<file path="config.mk">
export PLATFORM = sky130hd
export DESIGN_NAME = frame_update_ctrl_flat
export DESIGN_NICKNAME = d
export VERILOG_FILES = /design/src/rtl/frame_update_ctrl_if.sv /design/src/rtl/frame_update_ctrl.sv /design/src/flat_wrapper.sv
export SDC_FILE = /design/constraint.sdc
export NUM_CORES = 1
export LEC_CHECK = 0
export ABC_CLOCK_PERIOD_IN_PS = 4310
export CORE_AREA = 2 2 86 71
export CTS_CLUSTER_DIAMETER = 60
export CTS_CLUSTER_SIZE = 12
export DETAILED_ROUTE_END_ITERATION = 10
export DIE_AREA = 0 0 88 73
export HOLD_SLACK_MARGIN = 0.1
export PLACE_DENSITY = 0.84
export SLEW_MARGIN = 10
export SYNTH_ARGS = -nofsm -noshare
export SYNTH_HDL_FRONTEND = slang
export SYNTH_SLANG_ARGS = --single-unit
</file>
<file path="constraint.sdc">
create_clock -name i_clk -period 4.31 [get_ports i_clk]
set_input_delay 0.6465 -clock i_clk [delete_from_list [all_inputs] [get_ports i_clk]]
set_output_delay 0.6465 -clock i_clk [all_outputs]
set_load 0.02 [all_outputs]
</file>
<file path="src/rtl/frame_update_ctrl_if.sv">
// frame_update_ctrl_if: physics step handshake and hit bus between the frame controller and the physics engine
// Ports: master (controller) drives o_step_req and samples i_step_ack, i_phys_ball_x/y and i_hit;
// slave (physics) is the mirror image.
interface frame_update_ctrl_if #(
   parameter int XW = 9,
   parameter int YW = 10
);
   logic          o_step_req;
   logic          i_step_ack;
   logic [XW-1:0] i_phys_ball_x;
   logic [YW-1:0] i_phys_ball_y;
   logic          i_hit;
   modport master (output o_step_req, input i_step_ack, i_phys_ball_x, i_phys_ball_y, i_hit);
   modport slave (input o_step_req, output i_step_ack, i_phys_ball_x, i_phys_ball_y, i_hit);
endinterface

</file>
<file path="src/rtl/frame_update_ctrl.sv">
// frame_update_ctrl: once-per-frame physics step sequencer with tear-free ball coordinates and hit flash
// Ports: i_clk, i_rst (sync, active-high), i_v_coord (VGA line), phys (step req/ack, new ball x/y, hit pulse),
// o_screen_ball_x/y and o_ball_color to the renderer, o_frame_cnt (wrapping), o_missed_cnt (saturating).
// Optional FRAME_UPDATE_PAUSE_EN adds i_pause, which suppresses the step request and freezes the flash.
module frame_update_ctrl #(
   parameter int          SCREEN_WIDTH  = 400,
   parameter int          SCREEN_HEIGHT = 600,
   parameter logic [11:0] BALL_COLOR    = 12'hFFF,
   parameter logic [11:0] FLASH_COLOR   = 12'hF00,
   parameter int          FLASH_FRAMES  = 8,
   localparam int         XW            = $clog2(SCREEN_WIDTH),
   localparam int         YW            = $clog2(SCREEN_HEIGHT)
) (
   input  logic                i_clk,
   input  logic                i_rst,
   input  logic [9:0]          i_v_coord,
`ifdef FRAME_UPDATE_PAUSE_EN
   input  logic                i_pause,
`endif
   frame_update_ctrl_if.master phys,
   output logic [XW-1:0]       o_screen_ball_x,
   output logic [YW-1:0]       o_screen_ball_y,
   output logic [11:0]         o_ball_color,
   output logic [15:0]         o_frame_cnt,
   output logic [7:0]          o_missed_cnt
);
   typedef enum logic [1:0] {ACTIVE, REQ, DONE} state_t;
   state_t     state, state_nx;
   logic       vblank, vb_q, vb_rise, vb_fall, pause;
   logic       req, req_nx, latch, miss, hit_pend, pend;
   logic [7:0] flash, flash_nx;
`ifdef FRAME_UPDATE_PAUSE_EN
   assign pause = i_pause;
`else
   assign pause = 1'b0;
`endif
   assign vblank         = i_v_coord >= 10'(SCREEN_HEIGHT);
   assign vb_rise        = vblank & ~vb_q;
   assign vb_fall        = ~vblank & vb_q;
   // a hit in the very cycle of vb_rise still counts for that frame
   assign pend           = hit_pend | phys.i_hit;
   assign phys.o_step_req = req;
   always_comb begin
      state_nx = state;
      req_nx   = req;
      latch    = 1'b0;
      miss     = 1'b0;
      case (state)
         ACTIVE: if (vb_rise && !pause) begin
            state_nx = REQ;
            req_nx   = 1'b1;
         end
         // ack beats a simultaneous vb_fall, and then DONE is skipped
         REQ: if (phys.i_step_ack) begin
            latch    = 1'b1;
            req_nx   = 1'b0;
            state_nx = vb_fall ? ACTIVE : DONE;
         end else if (vb_fall) begin
            miss     = 1'b1;
            req_nx   = 1'b0;
            state_nx = ACTIVE;
         end
         DONE: state_nx = vb_fall ? ACTIVE : DONE;
         default: state_nx = ACTIVE;
      endcase
      flash_nx = pend ? 8'(FLASH_FRAMES) : (flash != 8'd0) ? flash - 8'd1 : flash;
   end
   always_ff @(posedge i_clk) begin
      if (i_rst) begin
         state           <= ACTIVE;
         req             <= 1'b0;
         vb_q            <= 1'b0;
         hit_pend        <= 1'b0;
         flash           <= 8'd0;
         o_screen_ball_x <= XW'(SCREEN_WIDTH / 2);
         o_screen_ball_y <= YW'(SCREEN_HEIGHT / 2);
         o_ball_color    <= BALL_COLOR;
         o_frame_cnt     <= 16'd0;
         o_missed_cnt    <= 8'd0;
      end else begin
         state    <= state_nx;
         req      <= req_nx;
         vb_q     <= vblank;
         // pending is consumed only by an unpaused frame start
         hit_pend <= (vb_rise && !pause) ? 1'b0 : pend;
         if (vb_rise) begin
            o_frame_cnt <= o_frame_cnt + 16'd1;
            if (!pause) begin
               flash        <= flash_nx;
               o_ball_color <= (flash_nx != 8'd0) ? FLASH_COLOR : BALL_COLOR;
            end
         end
         if (latch) begin
            o_screen_ball_x <= phys.i_phys_ball_x;
            o_screen_ball_y <= phys.i_phys_ball_y;
         end
         if (miss && o_missed_cnt != 8'hFF) o_missed_cnt <= o_missed_cnt + 8'd1;
      end
   end
endmodule

</file>
<file path="src/flat_wrapper.sv">
// flat-port wrapper written by rule: the top's interface ports become plain ports
module frame_update_ctrl_flat 
#(
   parameter int          SCREEN_WIDTH  = 400,
   parameter int          SCREEN_HEIGHT = 600,
   parameter logic [11:0] BALL_COLOR    = 12'hFFF,
   parameter logic [11:0] FLASH_COLOR   = 12'hF00,
   parameter int          FLASH_FRAMES  = 8,
   localparam int         XW            = $clog2(SCREEN_WIDTH),
   localparam int         YW            = $clog2(SCREEN_HEIGHT)
)
  (i_clk, i_rst, i_v_coord, o_screen_ball_x, o_screen_ball_y, o_ball_color, o_frame_cnt, o_missed_cnt, phys_o_step_req, phys_i_step_ack, phys_i_phys_ball_x, phys_i_phys_ball_y, phys_i_hit);
  frame_update_ctrl_if #(.XW(9), .YW(10)) phys_i ();
  input  logic i_clk;
  input  logic i_rst;
  input  logic [9:0] i_v_coord;
  output logic [XW-1:0] o_screen_ball_x;
  output logic [YW-1:0] o_screen_ball_y;
  output logic [11:0] o_ball_color;
  output logic [15:0] o_frame_cnt;
  output logic [7:0] o_missed_cnt;
  output wire logic [$bits(phys_i.o_step_req)-1:0] phys_o_step_req;
  input wire logic [$bits(phys_i.i_step_ack)-1:0] phys_i_step_ack;
  input wire logic [$bits(phys_i.i_phys_ball_x)-1:0] phys_i_phys_ball_x;
  input wire logic [$bits(phys_i.i_phys_ball_y)-1:0] phys_i_phys_ball_y;
  input wire logic [$bits(phys_i.i_hit)-1:0] phys_i_hit;
  assign phys_o_step_req = phys_i.o_step_req;
  assign phys_i.i_step_ack = phys_i_step_ack;
  assign phys_i.i_phys_ball_x = phys_i_phys_ball_x;
  assign phys_i.i_phys_ball_y = phys_i_phys_ball_y;
  assign phys_i.i_hit = phys_i_hit;
  frame_update_ctrl #(.SCREEN_WIDTH(SCREEN_WIDTH), .SCREEN_HEIGHT(SCREEN_HEIGHT), .BALL_COLOR(BALL_COLOR), .FLASH_COLOR(FLASH_COLOR), .FLASH_FRAMES(FLASH_FRAMES)) u_core (.i_clk(i_clk), .i_rst(i_rst), .i_v_coord(i_v_coord), .phys(phys_i), .o_screen_ball_x(o_screen_ball_x), .o_screen_ball_y(o_screen_ball_y), .o_ball_color(o_ball_color), .o_frame_cnt(o_frame_cnt), .o_missed_cnt(o_missed_cnt));
endmodule
</file>
==> results.cfg <==
[power]
finalPower_mw = 1.327
internal_power_mw = 0.9927
cellPowerDensity_nw_per_um2 = 361.0
ir_drop_v = 0.0001530
pwr-share-seq = 0.423
power_frac_comb = 0.148
switchingPower_mw = 0.3345
swShare = 0.2520
clockPowerShare = 0.429
leakagePower_nw = 1.319

[route]
antenna_left = 0
routedWlPerCell_um = 13.11
finalWirelength_mm = 6.344
drt_pass1_iterations = 4
drt-initial-drc-count = 108
vias = 2525
route.detailed.drc = 0
via_per_inst = 5.217

[final_layout]
insertedDiodeCount = 0
final_util = 0.6493
syn2layout_area_growth_pct = 38.06
nets = 435
fin_cells = 484
layout-drive-gt1-share = 0.05211

[logic_synthesis]
synth_ff_type = dfxtp_1
synth-seq-cells = 57
async_reset_ff_frac = 0
synth_commonest_cells = dfxtp_1 (57), nand2_1 (49), a21oi_1 (31), nor2_1 (31), nand3_1 (14)
yosys.cell_types.count = 40
yosys_warnings = 0
post-synth-top-count-cell = dfxtp_1
synth.avg_cell_area_um2 = 8.142
seq_area_frac_synth = 0.4286
synth_largest_area_cell = dfxtp_1
synth.area.top_cells = dfxtp_1 (43%), nand2_1 (6.9%), a21oi_1 (5.8%)
synthCells = 327
syn_area_um2 = 2663
synth_top_cell_area_share = 0.4286
synth-edff-count = 0

[die]
coreArea_um2 = 5662
num_rows = 25
die-width_um = 88
io_pins = 89
die_area_um2 = 6424
start_util = 0.4703
die_h_um = 73

[timing]
hold_violations = 0
setup_tns_ns = 0
hold_slack_ns = 0.4539
worst_pin_slew_ns = 1.002
fin_crit_ns = 2.233
rsz0062_at_grt = no
slew_headroom = 0.3318
fmax_mhz = 447.9
fin_skew_ns = 0.006558
period_share = 0.5181
slew_violations = 0
setup_viol = 0

[placement]
hpwl_mm = 4.337
port_buffers = 81
dp_cells = 468
gp_congestion = 0.8607

[setup_path]
path_class = in2reg
rr_worst_depth = 7
path_max_fanout = 6
crit_required_ns = 4.57
end_kind = flop
arrival_ns = 2.49
critPathLaunchType = input pin

[clock_network]
clk_latency_ns = 0.34
cts_resized = 0
clock_sinks = 57
clk_pin_slew_worst_paths_ns = 0.07
cts_buffers = 9
cts_tree = done
cts_setup_buffers = 0
htree_levels = 3
cts.path.max_buffers = 2
cts_hold_buffers = 0
root_buffer = clkbuf_8

[run]
cap_violations = 0

[min_path]
hold_class = reg2reg
whs_path_depth = 2

[global_route]
grt_max_degree = 60
grt_pass1_wl_mm = 10.23
grt_antenna_before_repair = 0
first_global_vias = 2351
grtUsageTotal = 0.2034
grt-ovfl-total = 0

[status]
outcome = finished, final reports clean
[routing by layer]
| metal | track usage | routed length [um] | vias to the layer above | share of wire |
|---|---|---|---|---|
| li1 | - | - | 1260 | - |
| met1 | 0.2425 | 2984 | 1169 | 0.47 |
| met2 | 0.3308 | 2822 | 89 | 0.44 |
| met3 | 0.09389 | 466 | 7 | 0.073 |
| met4 | 0.05641 | 70 | 0 | 0.011 |
| met5 | 0 | 0 | - | 0 |
[area by class of cell]
cell class	count	area (um^2)
clock buffer	12	155.1
clock inverter	4	75.07
fill	476	1986
inverter	6	22.52
multi-input combinational	242	1368
sequential	57	1141
tap	81	101.3
timing repair buffer	82	813.3
[power groups by stage]
stage | Clock, mW | Combinational, mW | Sequential, mW
global placement | 0 | 0.192 | 0.572
global route | 0.606 | 0.214 | 0.564
floorplan | 0 | 0.118 | 0.582
finish | 0.569 | 0.196 | 0.562
detailed placement | 0 | 0.196 | 0.574
CTS | 0.583 | 0.196 | 0.562
[sequential cells by signal, indices dropped and copies added, names as in the netlist]
signal,count
u_core.flash,8
u_core.o_screen_ball_y,10
u_core.o_frame_cnt,16
u_core.o_ball_color,1
u_core.state,2
u_core.o_missed_cnt,8
u_core.vb_q,1
u_core.o_screen_ball_x,9
u_core.hit_pend,1
u_core.phys.o_step_req,1
[cells in the final DEF (no fill, tap or decap), types with 3 or more instances in the layout]
cell	count
clkdlybuf4s50_1	80
dfxtp_1	57
nand2_1	49
a21oi_1	31
nor2_1	31
nand3_1	14
xor2_1	13
nor3_1	12
clkbuf_8	11
o21ai_0	10
nand4_1	9
xnor2_1	9
nand3b_1	8
inv_1	6
or3_1	6
and3_1	5
nand2b_1	4
or4_1	4
o31ai_1	4
ha_1	4
conb_1	4
nor2b_1	3
nor4_1	3
nor3b_1	3
[worst paths after layout]
kind | from | end | slack (ns)
hold reg to reg | u_core.o_screen_ball_x[8] | u_core.o_screen_ball_x[8] | 0.45
setup reg to reg | u_core.flash[0] | u_core.flash[7] | 2.27
hold / removal | u_core.o_screen_ball_x[8] | u_core.o_screen_ball_x[8] | 0.45
setup / recovery | i_v_coord[9] | u_core.o_frame_cnt[15] | 2.08
[critical path, cell delays in order]
cell	delay (ns)
clkdlybuf4s50_1	0.58
nand4_1	0.12
nor2_1	0.33
nand3_1	0.18
or4_1	0.49
a21oi_1	0.14
[per-stage QoR]
step | setup WS, ns | area (um^2)
global route | 1.910 | 3676
CTS | 2.112 | 3676
floorplan | 2.402 | 2674
finish | 2.077 | 3676
global placement | 1.785 | 3446
detailed placement | 1.756 | 3446
[logic make-up (layout without fill, tap and decap cells)]
| logic type | count (synthesis) | in the layout | synth area share |
|---|---|---|---|
| simple gates | 158 | 158 | 0.2965 |
| flops | 57 | 57 | 0.4286 |
| compound gates | 54 | 54 | 0.1203 |
| buf+inv | 31 | 104 | 0.06203 |
| xor+xnor | 22 | 22 | 0.07237 |
| fa+ha+maj | 4 | 4 | 0.01880 |
| other cells | 1 | 4 | 0.001408 |
Note: power is estimated with default switching activity, not from simulation.
